File: src/rtl/rv32i_types.sv
// Shared types for the RV32I front end: fetch FSM states and the IF/ID record.
package rv32i_types;

  typedef enum logic [1:0] {
    FETCH  = 2'd0,
    HOLD   = 2'd1,
    SQUASH = 2'd2
  } fetch_state_e;

  typedef struct packed {
    logic        valid;
    logic [31:0] pc;
    logic [31:0] instr;
  } if_id_t;

  localparam logic [31:0] PC_STEP = 32'd4;

  function automatic logic [31:0] align_word(input logic [31:0] addr);
    return {addr[31:2], 2'b00};
  endfunction

endpackage

File: src/rtl/pc_register.sv
// Request-PC register: reset to RESET_PC, load a new target, or step to the next word.
module pc_register
  import rv32i_types::*;
#(
  parameter logic [31:0] RESET_PC = 32'h40000060
) (
  input  logic        clk,
  input  logic        rst,
  input  logic        load_i,
  input  logic [31:0] load_pc_i,
  input  logic        inc_i,
  output logic [31:0] pc_o
);

  logic [31:0] pc_q;
  logic [31:0] pc_d;

  // Load wins over increment so a redirect is never lost to a same-cycle accept.
  always_comb begin
    pc_d = pc_q;
    if (load_i) begin
      pc_d = load_pc_i;
    end else if (inc_i) begin
      pc_d = pc_q + PC_STEP;
    end
  end

  always_ff @(posedge clk or posedge rst) begin
    if (rst) begin
      pc_q <= RESET_PC;
    end else begin
      pc_q <= pc_d;
    end
  end

  assign pc_o = pc_q;

endmodule

File: src/rtl/fetch_stage.sv
// Instruction fetch stage: one outstanding imem request, skid buffer for stalls,
// squash of in-flight responses on redirect, and the IF/ID pipeline register.
module fetch_stage
  import rv32i_types::*;
#(
  parameter logic [31:0] RESET_PC = 32'h40000060
) (
  input  logic        clk,
  input  logic        rst,
  output logic        imem_read,
  output logic [31:0] imem_address,
  input  logic [31:0] imem_rdata,
  input  logic        imem_resp,
  input  logic        stall_i,
  input  logic        redirect_i,
  input  logic [31:0] redirect_pc_i,
  output logic [31:0] pc_o,
  output logic [31:0] instr_o,
  output logic        valid_o
);

  // Handshake: imem_read stays high with imem_address stable until imem_resp
  // pulses for one cycle; that cycle completes the single outstanding request.

  fetch_state_e state_q, state_d;
  if_id_t       if_id_q, if_id_d;
  logic [31:0]  skid_pc_q, skid_pc_d;
  logic [31:0]  skid_instr_q, skid_instr_d;
  logic [31:0]  pend_pc_q, pend_pc_d;

  logic [31:0]  req_pc;
  logic         pc_load;
  logic [31:0]  pc_load_val;
  logic         pc_inc;
  logic [31:0]  target;

  assign target = align_word(redirect_pc_i);

  pc_register #(
    .RESET_PC (RESET_PC)
  ) u_pc_register (
    .clk       (clk),
    .rst       (rst),
    .load_i    (pc_load),
    .load_pc_i (pc_load_val),
    .inc_i     (pc_inc),
    .pc_o      (req_pc)
  );

  always_comb begin
    state_d      = state_q;
    if_id_d      = if_id_q;
    skid_pc_d    = skid_pc_q;
    skid_instr_d = skid_instr_q;
    pend_pc_d    = pend_pc_q;
    pc_load      = 1'b0;
    pc_load_val  = target;
    pc_inc       = 1'b0;
    imem_read    = 1'b1;

    case (state_q)
      FETCH: begin
        if (redirect_i) begin
          if_id_d.valid = 1'b0;
          if (imem_resp) begin
            pc_load = 1'b1;
          end else begin
            pend_pc_d = target;
            state_d   = SQUASH;
          end
        end else if (imem_resp) begin
          if (stall_i) begin
            skid_pc_d    = req_pc;
            skid_instr_d = imem_rdata;
            state_d      = HOLD;
          end else begin
            if_id_d = '{valid: 1'b1, pc: req_pc, instr: imem_rdata};
            pc_inc  = 1'b1;
          end
        end else if (!stall_i) begin
          if_id_d.valid = 1'b0;
        end
      end

      HOLD: begin
        imem_read = 1'b0;
        if (redirect_i) begin
          if_id_d.valid = 1'b0;
          pc_load       = 1'b1;
          state_d       = FETCH;
        end else if (!stall_i) begin
          if_id_d = '{valid: 1'b1, pc: skid_pc_q, instr: skid_instr_q};
          pc_inc  = 1'b1;
          state_d = FETCH;
        end
      end

      SQUASH: begin
        if_id_d.valid = 1'b0;
        if (redirect_i) begin
          pend_pc_d = target;
        end
        // A redirect arriving with the response is the newest target.
        if (imem_resp) begin
          pc_load     = 1'b1;
          pc_load_val = redirect_i ? target : pend_pc_q;
          state_d     = FETCH;
        end
      end

      default: begin
        state_d = FETCH;
      end
    endcase
  end

  always_ff @(posedge clk or posedge rst) begin
    if (rst) begin
      state_q      <= FETCH;
      if_id_q      <= '0;
      skid_pc_q    <= '0;
      skid_instr_q <= '0;
      pend_pc_q    <= '0;
    end else begin
      state_q      <= state_d;
      if_id_q      <= if_id_d;
      skid_pc_q    <= skid_pc_d;
      skid_instr_q <= skid_instr_d;
      pend_pc_q    <= pend_pc_d;
    end
  end

  assign imem_address = req_pc;
  assign pc_o         = if_id_q.pc;
  assign instr_o      = if_id_q.instr;
  assign valid_o      = if_id_q.valid;

endmodule
File: config.mk
export PLATFORM = sky130hd
export DESIGN_NAME = fetch_stage
export DESIGN_NICKNAME = d
export VERILOG_FILES = /design/src/rtl/rv32i_types.sv /design/src/rtl/pc_register.sv /design/src/rtl/fetch_stage.sv
export SDC_FILE = /design/constraint.sdc
export NUM_CORES = 1
export LEC_CHECK = 0
export BUFFER_PORTS_ARGS = -buffer_cell sky130_fd_sc_hd__buf_2
export CAP_MARGIN = 15
export CORE_MARGIN = 4
export CORE_UTILIZATION = 32
export DETAILED_ROUTE_END_ITERATION = 8
export GPL_TIMING_DRIVEN = 0
export SLEW_MARGIN = 20
export SYNTH_ARGS = -nofsm -noshare
export SYNTH_HDL_FRONTEND = slang
export SYNTH_SLANG_ARGS = --single-unit
File: constraint.sdc
create_clock -name clk -period 14.4 [get_ports clk]
set_input_delay 1.44 -clock clk [delete_from_list [all_inputs] [get_ports clk]]
set_output_delay 1.44 -clock clk [all_outputs]
set_load 0.03 [all_outputs]
==> results of run 1 <==
==> worst register-to-register path: stages (launching register included) <==
cell and delay (ns):
sky130_fd_sc_hd__dfrtp_1 0.45, sky130_fd_sc_hd__inv_1 0.09, sky130_fd_sc_hd__ha_1 0.18, sky130_fd_sc_hd__clkbuf_1 0.19, sky130_fd_sc_hd__a21oi_1 0.40, sky130_fd_sc_hd__or3_1 0.23, sky130_fd_sc_hd__clkbuf_1 0.57, sky130_fd_sc_hd__clkbuf_1 0.42
sky130_fd_sc_hd__clkbuf_1 0.49, sky130_fd_sc_hd__nand2_1 0.11, sky130_fd_sc_hd__o21ai_0 0.10
==> layout by cell type, fill, tap and decap left out, types with 2 or more instances in the layout <==
cell | netlist | final
sky130_fd_sc_hd__clkinv_4 | 0 | 3
sky130_fd_sc_hd__buf_16 | 0 | 2
sky130_fd_sc_hd__bufinv_16 | 0 | 2
sky130_fd_sc_hd__clkbuf_1 | 40 | 40
sky130_fd_sc_hd__o21ai_0 | 72 | 72
sky130_fd_sc_hd__xor2_1 | 5 | 5
sky130_fd_sc_hd__clkinv_2 | 0 | 3
sky130_fd_sc_hd__mux2i_1 | 77 | 77
sky130_fd_sc_hd__or4_1 | 25 | 25
sky130_fd_sc_hd__o211ai_1 | 22 | 22
sky130_fd_sc_hd__nand2_1 | 88 | 88
sky130_fd_sc_hd__nand4_1 | 12 | 12
sky130_fd_sc_hd__dfrtp_1 | 192 | 192
sky130_fd_sc_hd__mux2_2 | 112 | 112
sky130_fd_sc_hd__nor4_1 | 2 | 2
sky130_fd_sc_hd__ha_1 | 5 | 5
sky130_fd_sc_hd__dfstp_2 | 3 | 3
sky130_fd_sc_hd__buf_1 | 5 | 5
sky130_fd_sc_hd__and4_1 | 4 | 4
sky130_fd_sc_hd__o31ai_1 | 14 | 14
sky130_fd_sc_hd__a31oi_1 | 14 | 14
sky130_fd_sc_hd__and3_1 | 4 | 4
sky130_fd_sc_hd__clkbuf_8 | 0 | 3
sky130_fd_sc_hd__nor2_1 | 17 | 17
sky130_fd_sc_hd__and2_1 | 3 | 3
sky130_fd_sc_hd__nand2b_1 | 2 | 2
sky130_fd_sc_hd__a21oi_1 | 6 | 6
sky130_fd_sc_hd__clkbuf_16 | 0 | 17
sky130_fd_sc_hd__nand3_1 | 13 | 13
sky130_fd_sc_hd__inv_1 | 7 | 6
sky130_fd_sc_hd__or3_1 | 3 | 3
sky130_fd_sc_hd__inv_6 | 0 | 2
sky130_fd_sc_hd__o311ai_0 | 2 | 2
sky130_fd_sc_hd__nor2b_1 | 3 | 3
sky130_fd_sc_hd__buf_2 | 9 | 173
==> metal layers <==
metal  vias to the layer above  track usage  routed length, um
li1                       3182            -                  -
met1                      3252        0.219              11300
met2                       190        0.247              11000
met3                        22       0.0405               1460
met4                         4       0.0387                285
met5                         -            0                 14
==> per-stage QoR <==
stage               power [mW]  setup WS, ns
detailed placement        2.11         10.39
global placement          2.08          5.12
finish                    2.57          9.98
floorplan                 1.74          7.65
global route              2.74          9.72
CTS                       2.60          9.91
==> sequential cells by signal, indices dropped and copies added, names as in the netlist <==
name / cells
instr_o: 32
pc_o: 32
pend_pc_q: 32
skid_instr_q: 32
skid_pc_q: 32
u_pc_register.pc_o: 32
state_q: 2
valid_o: 1
==> where the power goes <==
group          internal (mW)  switching, mW  leakage, nW  total (mW)
Clock                  0.270          0.216        0.293       0.486
Combinational          0.408          0.674         2.23        1.08
Sequential             0.809          0.194         2.36        1.00
Total                   1.49           1.08         4.88        2.57
==> Yosys cell counts, drive strengths merged (3+ instances only) <==
master  number  share of area
nand3       13         0.0072
a31oi       14         0.0097
xor2         5         0.0049
and3         4         0.0028
nor2b        3         0.0021
mux2i       77          0.086
clkbuf      40          0.017
inv          7         0.0029
and4         4         0.0039
nand2       88          0.037
nand4       12         0.0083
a21oi        6         0.0033
or4         25          0.021
o21ai       73          0.041
and2         3         0.0021
o211ai      22          0.018
ha           5         0.0070
or3          3         0.0021
dfrtp      192           0.53
dfstp        3         0.0088
nor2        17         0.0071
mux2       112           0.14
o31ai       14          0.012
buf         14         0.0071
==> how the worst max path moves through the flow <==
| stage | startpoint | endpoint | slack (ns) | depth (start not counted) |
|---|---|---|---|---|
| 5_1_grt | state_q[1]$_DFFE_PP0P_ | imem_read | 9.72 | 7 |
| 4_1_cts | state_q[1]$_DFFE_PP0P_ | imem_read | 9.91 | 7 |
| 3_3_place_gp | rst | pend_pc_q[19]$_DFFE_PP0P_ | 5.12 | 2 |
| 2_1_floorplan | rst | instr_o[0]$_DFFE_PP0P_ | 7.65 | 1 |
| 3_5_place_dp | state_q[1]$_DFFE_PP0P_ | imem_read | 10.39 | 7 |
| 6_report | state_q[1]$_DFFE_PP0P_ | imem_read | 9.98 | 7 |
==> kinds of logic after synthesis <==
kind of cell / Yosys count / share of synthesized area
adder cells (fa/ha/maj): 5 / 0.00695
multiplexers: 189 / 0.226
flip-flops: 195 / 0.543
AO/OA/AOI/OAI: 136 / 0.0901
AND/OR/NAND/NOR: 183 / 0.102
buffers and inverters: 61 / 0.0267
XOR/XNOR: 6 / 0.00584
==> final cells by class <==
class | count | area (sq um)
clock inverters | 11 | 126
flip-flops and latches | 195 | 4880
repair buffers | 166 | 876
well taps | 378 | 473
fillers | 2791 | 16800
plain buffers | 54 | 214
clock buffers | 20 | 467
multi-input cells | 519 | 3880
inverters | 7 | 33.8
==> impl_metrics.xml, run 1 <==
<?xml version="1.0" encoding="UTF-8"?>
<metrics>
  <group name="drt">
    <metric name="drc_markers" unit="">0</metric>
    <metric name="avgViaCountPerCell" unit="">4.93</metric>
    <metric name="detailedRoute.firstIterationViolations" unit="">434</metric>
    <metric name="num_vias" unit="">6650</metric>
    <metric name="final_antenna_net_count" unit="">0</metric>
    <metric name="detail_route.wirelength" unit="um">24000</metric>
    <metric name="routed_wire_length_per_instance" unit="um">17.8</metric>
    <metric name="drtPass1Iterations" unit="">5</metric>
  </group>
  <group name="global_routing">
    <metric name="globalRouteOverflowTotal" unit="">0</metric>
    <metric name="track_usage" unit="">0.157</metric>
    <metric name="grt_pass1_wl" unit="um">38100</metric>
    <metric name="grt_antenna_before_repair" unit="">2</metric>
    <metric name="first_global_vias" unit="">6622</metric>
    <metric name="grt_max_degree" unit="">78</metric>
  </group>
  <group name="clock_tree">
    <metric name="postCtsSetupBuffers" unit="">0</metric>
    <metric name="cts.repair.resized" unit="">0</metric>
    <metric name="cts-buffers-inserted" unit="">17</metric>
    <metric name="clk_pin_slew" unit="ns">0.07</metric>
    <metric name="maximum_count_of_clock_buffers_along_a_single_path" unit="">2</metric>
    <metric name="cts_tree" unit="">yes</metric>
    <metric name="worst_skew_pair_latency" unit="ns">0.43</metric>
    <metric name="tritoncts_num_sinks" unit="">195</metric>
    <metric name="hold_buffers" unit="">0</metric>
    <metric name="cts-root-buf" unit="">sky130_fd_sc_hd__clkbuf_16</metric>
    <metric name="cts_htree_levels" unit="">4</metric>
  </group>
  <group name="power_and_ir_drop">
    <metric name="irDropWorstVdd" unit="mV">0.0868</metric>
    <metric name="total_power_divided_by_cell_area" unit="nW/um^2">235</metric>
    <metric name="p_leak" unit="nW">4.88</metric>
  </group>
  <group name="setup_path">
    <metric name="critical_path.top_delay_family" unit="">buffers and inverters</metric>
    <metric name="timing.setup.critical_path_class" unit="">reg -&gt; out</metric>
    <metric name="r2r_setup_slack" unit="ns">11.09</metric>
    <metric name="timing.reg2reg.worst_path_depth" unit="">10</metric>
    <metric name="crit-reg2reg-capture" unit="">instr_o[0]$_DFFE_PP0P_</metric>
    <metric name="crit_chain" unit="">inv_1, ha_1, clkbuf_1, clkbuf_1, buf_1, inv_1, buf_2</metric>
    <metric name="crit_buf_inv" unit="">6</metric>
    <metric name="critPathMaxStageDelay" unit="ns">0.64</metric>
    <metric name="data_arrival_time_of_the_worst_path" unit="ns">2.98</metric>
    <metric name="critical_path.startpoint_type" unit="">flop</metric>
    <metric name="worstPathMaxFanout" unit="">10</metric>
    <metric name="cp_slowest_cell" unit="">sky130_fd_sc_hd__clkbuf_1</metric>
    <metric name="end_kind" unit="">output port</metric>
    <metric name="launch_point_of_the_worst_reg_to_reg_path" unit="">state_q[1]$_DFFE_PP0P_</metric>
    <metric name="cp.required" unit="ns">12.96</metric>
  </group>
  <group name="layout">
    <metric name="num-nets-final" unit="">1034</metric>
    <metric name="syn_to_final_growth" unit="%">21.7</metric>
    <metric name="post-route-util" unit="">0.394</metric>
    <metric name="instances_no_fill" unit="">1350</metric>
    <metric name="post_route_cells_drive_above_1_share" unit="">0.334</metric>
    <metric name="antenna_cells" unit="">0</metric>
    <metric name="layout.cell_area.non_filler" unit="sq um">10900</metric>
  </group>
  <group name="worst_hold_path">
    <metric name="whs_path_depth" unit="">2</metric>
    <metric name="hold-path-endpoint" unit="">pc_o[6]$_DFFE_PP0P_</metric>
    <metric name="min-delay-start" unit="">pc_o[6]$_DFFE_PP0P_</metric>
    <metric name="hold_class" unit="">reg -&gt; reg</metric>
  </group>
  <group name="floorplan">
    <metric name="std_cell_rows" unit="">61</metric>
    <metric name="die_height" unit="um">176</metric>
    <metric name="start_util" unit="">0.324</metric>
    <metric name="floorplan.io_pins" unit="">167</metric>
    <metric name="floorplan.core_area" unit="sq um">27800</metric>
    <metric name="die_w" unit="um">176</metric>
    <metric name="die_area" unit="sq um">30900</metric>
  </group>
  <group name="logic_synthesis">
    <metric name="synth_area" unit="sq um">9000</metric>
    <metric name="synth.yosys.seq_area_share" unit="">0.543</metric>
    <metric name="synth_cell_types" unit="">42</metric>
    <metric name="ys.warnings.count" unit="">0</metric>
    <metric name="postSynth.asyncResetShare" unit="">1.00</metric>
    <metric name="mappedNetlistNets" unit="">849</metric>
    <metric name="synth.ff_latch_count" unit="">195</metric>
    <metric name="synth_enable_flop_cells" unit="">0</metric>
    <metric name="dominantRegCellSynth" unit="">sky130_fd_sc_hd__dfrtp_1</metric>
    <metric name="gate_count_post_synth" unit="">775</metric>
    <metric name="mean_post_synth_cell_area" unit="sq um">11.6</metric>
  </group>
  <group name="job">
    <metric name="maxCapViolCount" unit="">0</metric>
  </group>
  <group name="timing">
    <metric name="unrepaired_setup_endpoints_after_global_routing" unit="">false</metric>
    <metric name="slew_headroom" unit="">0.407</metric>
    <metric name="tns" unit="ns">0</metric>
    <metric name="crit_path_time_final" unit="ns">4.42</metric>
    <metric name="max_freq" unit="MHz">226</metric>
    <metric name="report.final.hold_viol_count" unit="">0</metric>
    <metric name="post-route-period-util" unit="">0.307</metric>
    <metric name="worst_slew_pin_slew" unit="ns">0.889</metric>
    <metric name="final_max_slew_viol_count" unit="">0</metric>
    <metric name="fin_skew" unit="ns">0.0132</metric>
    <metric name="whs" unit="ns">0.471</metric>
    <metric name="finalSetupViolations" unit="">0</metric>
  </group>
  <group name="placement">
    <metric name="buffer_ports.inserted" unit="">164</metric>
    <metric name="dpl.hpwl" unit="um">17500</metric>
    <metric name="post_dp_cell_area" unit="sq um">10400</metric>
    <metric name="placed_cells_incl_taps" unit="">1319</metric>
    <metric name="gp_congestion" unit="">0.849</metric>
  </group>
  <group name="run_status">
    <metric name="status" unit="">finished, final reports clean</metric>
  </group>
</metrics>
Note: power is estimated with default switching activity, not from simulation.
==> run 2, diff against run 1 <==
--- a/config.mk
+++ b/config.mk
@@ -5,6 +5,7 @@
 export SDC_FILE = /design/constraint.sdc
 export NUM_CORES = 1
 export LEC_CHECK = 0
+export ABC_AREA = 1
 export BUFFER_PORTS_ARGS = -buffer_cell sky130_fd_sc_hd__buf_2
 export CAP_MARGIN = 15
 export CORE_MARGIN = 4
==> constraint.sdc (replaced) <==
create_clock -name clk -period 4.03 [get_ports clk]
set_input_delay 0.403 -clock clk [delete_from_list [all_inputs] [get_ports clk]]
set_output_delay 0.403 -clock clk [all_outputs]
set_load 0.03 [all_outputs]
==> run 2 against run 1 <==
Effect of this change: clock power grew to 3.6 times the previous value; worst setup slack worse by 8.8 ns; combinational power rose to 3.9 times the previous value; design area increased by 6.0%; register-to-register slack lost 9.4 ns; core utilization down 0.14 points; sequential power grew to 3.5 times the previous value; non-clock buffer count up 17; sequential share of layout area down 2.5 points; clock-buffer cell count shrank 3; final cell count grew 31%.
==> impl_metrics.xml, run 2 <==
<?xml version="1.0" encoding="UTF-8"?>
<metrics>
  <group name="timing">
    <metric name="final_max_slew_viol_count" unit="">0</metric>
    <metric name="finalSetupViolations" unit="">0</metric>
    <metric name="crit_path_time_final" unit="ns">2.89</metric>
    <metric name="max_freq" unit="MHz">345</metric>
    <metric name="whs" unit="ns">0.203</metric>
    <metric name="slew_headroom" unit="">0.593</metric>
    <metric name="worst_slew_pin_slew" unit="ns">0.611</metric>
    <metric name="unrepaired_setup_endpoints_after_global_routing" unit="">false</metric>
    <metric name="fin_skew" unit="ns">0.0135</metric>
    <metric name="post-route-period-util" unit="">0.718</metric>
    <metric name="report.final.hold_viol_count" unit="">0</metric>
  </group>
  <group name="placement">
    <metric name="gp_congestion" unit="">0.891</metric>
    <metric name="placed_cells_incl_taps" unit="">1734</metric>
    <metric name="post_dp_cell_area" unit="sq um">11000</metric>
    <metric name="dpl.hpwl" unit="um">22300</metric>
    <metric name="buffer_ports.inserted" unit="">163</metric>
  </group>
  <group name="job">
    <metric name="maxCapViolCount" unit="">0</metric>
  </group>
  <group name="clock_tree">
    <metric name="cts-root-buf" unit="">sky130_fd_sc_hd__clkbuf_16</metric>
    <metric name="cts.repair.resized" unit="">0</metric>
    <metric name="worst_skew_pair_latency" unit="ns">0.44</metric>
    <metric name="maximum_count_of_clock_buffers_along_a_single_path" unit="">2</metric>
    <metric name="postCtsSetupBuffers" unit="">0</metric>
    <metric name="cts_htree_levels" unit="">4</metric>
    <metric name="tritoncts_num_sinks" unit="">195</metric>
    <metric name="clk_pin_slew" unit="ns">0.08</metric>
    <metric name="cts_tree" unit="">yes</metric>
    <metric name="cts-buffers-inserted" unit="">17</metric>
  </group>
  <group name="global_routing">
    <metric name="first_global_vias" unit="">8238</metric>
    <metric name="grt_max_degree" unit="">33</metric>
    <metric name="grt_pass1_wl" unit="um">46000</metric>
    <metric name="grt_antenna_before_repair" unit="">0</metric>
    <metric name="track_usage" unit="">0.175</metric>
    <metric name="globalRouteOverflowTotal" unit="">0</metric>
  </group>
  <group name="logic_synthesis">
    <metric name="synth_area_leader_cell" unit="">sky130_fd_sc_hd__dfrtp_1</metric>
    <metric name="dominantRegCellSynth" unit="">sky130_fd_sc_hd__dfrtp_1</metric>
    <metric name="ys_top_cells_by_count" unit="">sky130_fd_sc_hd__nand2_1 (335), sky130_fd_sc_hd__dfrtp_1 (192), sky130_fd_sc_hd__o21ai_0 (185), sky130_fd_sc_hd__inv_1 (112), sky130_fd_sc_hd__nor2_1 (65)</metric>
    <metric name="synth_enable_flop_cells" unit="">0</metric>
    <metric name="ys.warnings.count" unit="">0</metric>
    <metric name="synth_top_cell_area_share" unit="">0.503</metric>
    <metric name="mean_post_synth_cell_area" unit="sq um">8.14</metric>
    <metric name="gate_count_post_synth" unit="">1174</metric>
    <metric name="synth.ff_latch_count" unit="">195</metric>
    <metric name="synthTopCellsByArea" unit="">sky130_fd_sc_hd__dfrtp_1 (50%), sky130_fd_sc_hd__nand2_1 (13%), sky130_fd_sc_hd__o21ai_0 (9.7%), sky130_fd_sc_hd__o21a_1 (5.0%), sky130_fd_sc_hd__inv_1 (4.4%)</metric>
    <metric name="synth.most_common_cell" unit="">sky130_fd_sc_hd__nand2_1</metric>
    <metric name="mappedNetlistNets" unit="">1248</metric>
    <metric name="synth_area" unit="sq um">9560</metric>
    <metric name="synth.yosys.seq_area_share" unit="">0.511</metric>
    <metric name="postSynth.asyncResetShare" unit="">1.00</metric>
    <metric name="synth_cell_types" unit="">33</metric>
  </group>
  <group name="power_and_ir_drop">
    <metric name="power.internal" unit="mW">5.15</metric>
    <metric name="total_switching_power" unit="mW">4.28</metric>
    <metric name="combinationalPowerShare" unit="">0.445</metric>
    <metric name="p_leak" unit="nW">5.60</metric>
    <metric name="p_total" unit="mW">9.44</metric>
    <metric name="power_switching_share" unit="">0.454</metric>
    <metric name="power_frac_seq" unit="">0.371</metric>
    <metric name="power_frac_clock" unit="">0.184</metric>
    <metric name="irDropWorstVdd" unit="mV">0.346</metric>
    <metric name="total_power_divided_by_cell_area" unit="nW/um^2">813</metric>
  </group>
  <group name="floorplan">
    <metric name="std_cell_rows" unit="">63</metric>
    <metric name="start_util" unit="">0.323</metric>
    <metric name="die_height" unit="um">181</metric>
    <metric name="die_area" unit="sq um">32700</metric>
    <metric name="floorplan.core_area" unit="sq um">29600</metric>
    <metric name="floorplan.io_pins" unit="">167</metric>
    <metric name="die_w" unit="um">181</metric>
  </group>
  <group name="setup_path">
    <metric name="timing.setup.critical_path_class" unit="">reg -&gt; out</metric>
    <metric name="worstPathMaxFanout" unit="">10</metric>
    <metric name="crit_chain" unit="">inv_1, ha_1, inv_1, clkbuf_1, clkbuf_1, buf_2</metric>
    <metric name="critPathMaxStageDelay" unit="ns">0.50</metric>
    <metric name="critical_path.startpoint_type" unit="">flop</metric>
    <metric name="data_arrival_time_of_the_worst_path" unit="ns">2.49</metric>
    <metric name="cp.required" unit="ns">3.63</metric>
    <metric name="cp_slowest_cell" unit="">sky130_fd_sc_hd__clkbuf_1</metric>
    <metric name="end_kind" unit="">output port</metric>
  </group>
  <group name="drt">
    <metric name="detailedRoute.firstIterationViolations" unit="">499</metric>
    <metric name="final_antenna_net_count" unit="">0</metric>
    <metric name="drc_markers" unit="">0</metric>
    <metric name="avgViaCountPerCell" unit="">4.82</metric>
    <metric name="detail_route.wirelength" unit="um">28800</metric>
    <metric name="num_vias" unit="">8506</metric>
    <metric name="drtPass1Iterations" unit="">6</metric>
    <metric name="routed_wire_length_per_instance" unit="um">16.3</metric>
  </group>
  <group name="layout">
    <metric name="instances_no_fill" unit="">1766</metric>
    <metric name="post_route_cells_drive_above_1_share" unit="">0.195</metric>
    <metric name="num-nets-final" unit="">1438</metric>
    <metric name="post-route-util" unit="">0.393</metric>
    <metric name="layout.cells.most_common_list" unit="">sky130_fd_sc_hd__nand2_1 (335), sky130_fd_sc_hd__dfrtp_1 (192), sky130_fd_sc_hd__buf_2 (187), sky130_fd_sc_hd__o21ai_0 (185), sky130_fd_sc_hd__inv_1 (111)</metric>
    <metric name="syn_to_final_growth" unit="%">21.5</metric>
    <metric name="layout.cell_area.non_filler" unit="sq um">11600</metric>
    <metric name="antenna_cells" unit="">0</metric>
    <metric name="mostFrequentLayoutCell" unit="">sky130_fd_sc_hd__nand2_1</metric>
  </group>
  <group name="worst_hold_path">
    <metric name="hold_class" unit="">in -&gt; reg</metric>
  </group>
  <group name="run_status">
    <metric name="status" unit="">finished, final reports clean</metric>
  </group>
</metrics>
## run 2: changes by cell type in the layout (fill, tap and decap cells not counted), sizes merged, moves of 25 or more
| cell | change |
|---|---|
| mux2 | -92 |
| inv | +111 |
| o21a | +63 |
| nand2 | +251 |
| or4 | -25 |
| nor2 | +49 |
| buf | +27 |
| nand3 | +38 |
| mux2i | -72 |
| o21ai | +115 |
## run 2: worst max-delay path, delay by kind of cell, from the launching register on
kind,cells,cell delay [ns]
flip-flops,1,0.41
adder cells (fa/ha/maj),1,0.23
buffers and inverters,5,1.41
## run 2: cells by family after synthesis
kind of cell	after synthesis	synth area share
simple gates	472	0.198
compound gates	298	0.178
flops	195	0.511
buf+inv	179	0.0778
mux	25	0.0288
fa+ha+maj	5	0.00655
## run 2: path summary, 6_finish.rpt
kind / start / endpoint / slack [ns] / depth (start not counted)
max: state_q[1]$_DFFE_PP0P_ / imem_read / 1.14 / 6
min: redirect_pc_i[11] / pend_pc_q[11]$_DFFE_PP0P_ / 0.20 / 2
max reg2reg: state_q[1]$_DFFE_PP0P_ / pc_o[16]$_DFFE_PP0P_ / 1.66 / 9
min reg2reg: pend_pc_q[0]$_DFFE_PP0P_ / pend_pc_q[0]$_DFFE_PP0P_ / 0.47 / 2
max in group asynchronous: rst / u_pc_register.pc_o[9]$_DFFE_PP0P_ / 2.57 / 6
min in group asynchronous: rst / instr_o[22]$_DFFE_PP0P_ / 0.51 / 3
## run 2: power groups by stage
stage                     clock network (mW)  registers, mW  logic (mW)
after floorplan                            0           4.31        2.03
after global placement                     0           3.50        4.16
after detailed placement                   0           3.53        4.24
after CTS                               1.77           3.49        4.25
after global routing                    1.85           3.63        4.66
final                                   1.73           3.50        4.20
## run 2: timing repair
| item | CTS | global route |
|---|---|---|
| setup endpoints to repair | 0 | 0 |
| hold endpoints to repair | 12 | 0 |
| hold buffers | 1 | 0 |
## run 2: layout make-up
| class | instances | area, sq um |
|---|---|---|
| flip-flops and latches | 195 | 4880 |
| plain buffers | 66 | 319 |
| clock inverters | 14 | 163 |
| multi-input cells | 800 | 3930 |
| well taps | 390 | 488 |
| repair buffers | 171 | 973 |
| clock buffers | 17 | 425 |
| inverters | 113 | 428 |
| fillers | 3096 | 17900 |
## run 2: metrics by stage
stage	setup slack [ns]	TNS [ns]
2_1_floorplan	1.11	0
3_3_place_gp	-0.276	-48.43
3_5_place_dp	1.61	0
4_1_cts	1.12	0
5_1_grt	0.941	0
6_report	1.14	0
## run 2: per-layer routing
layer	track usage	share of wire	vias up
met5	0	0	-
li1	-	-	4190
met4	0.0324	0.0097	0
met3	0.0381	0.062	19
met1	0.246	0.47	4059
met2	0.283	0.46	238
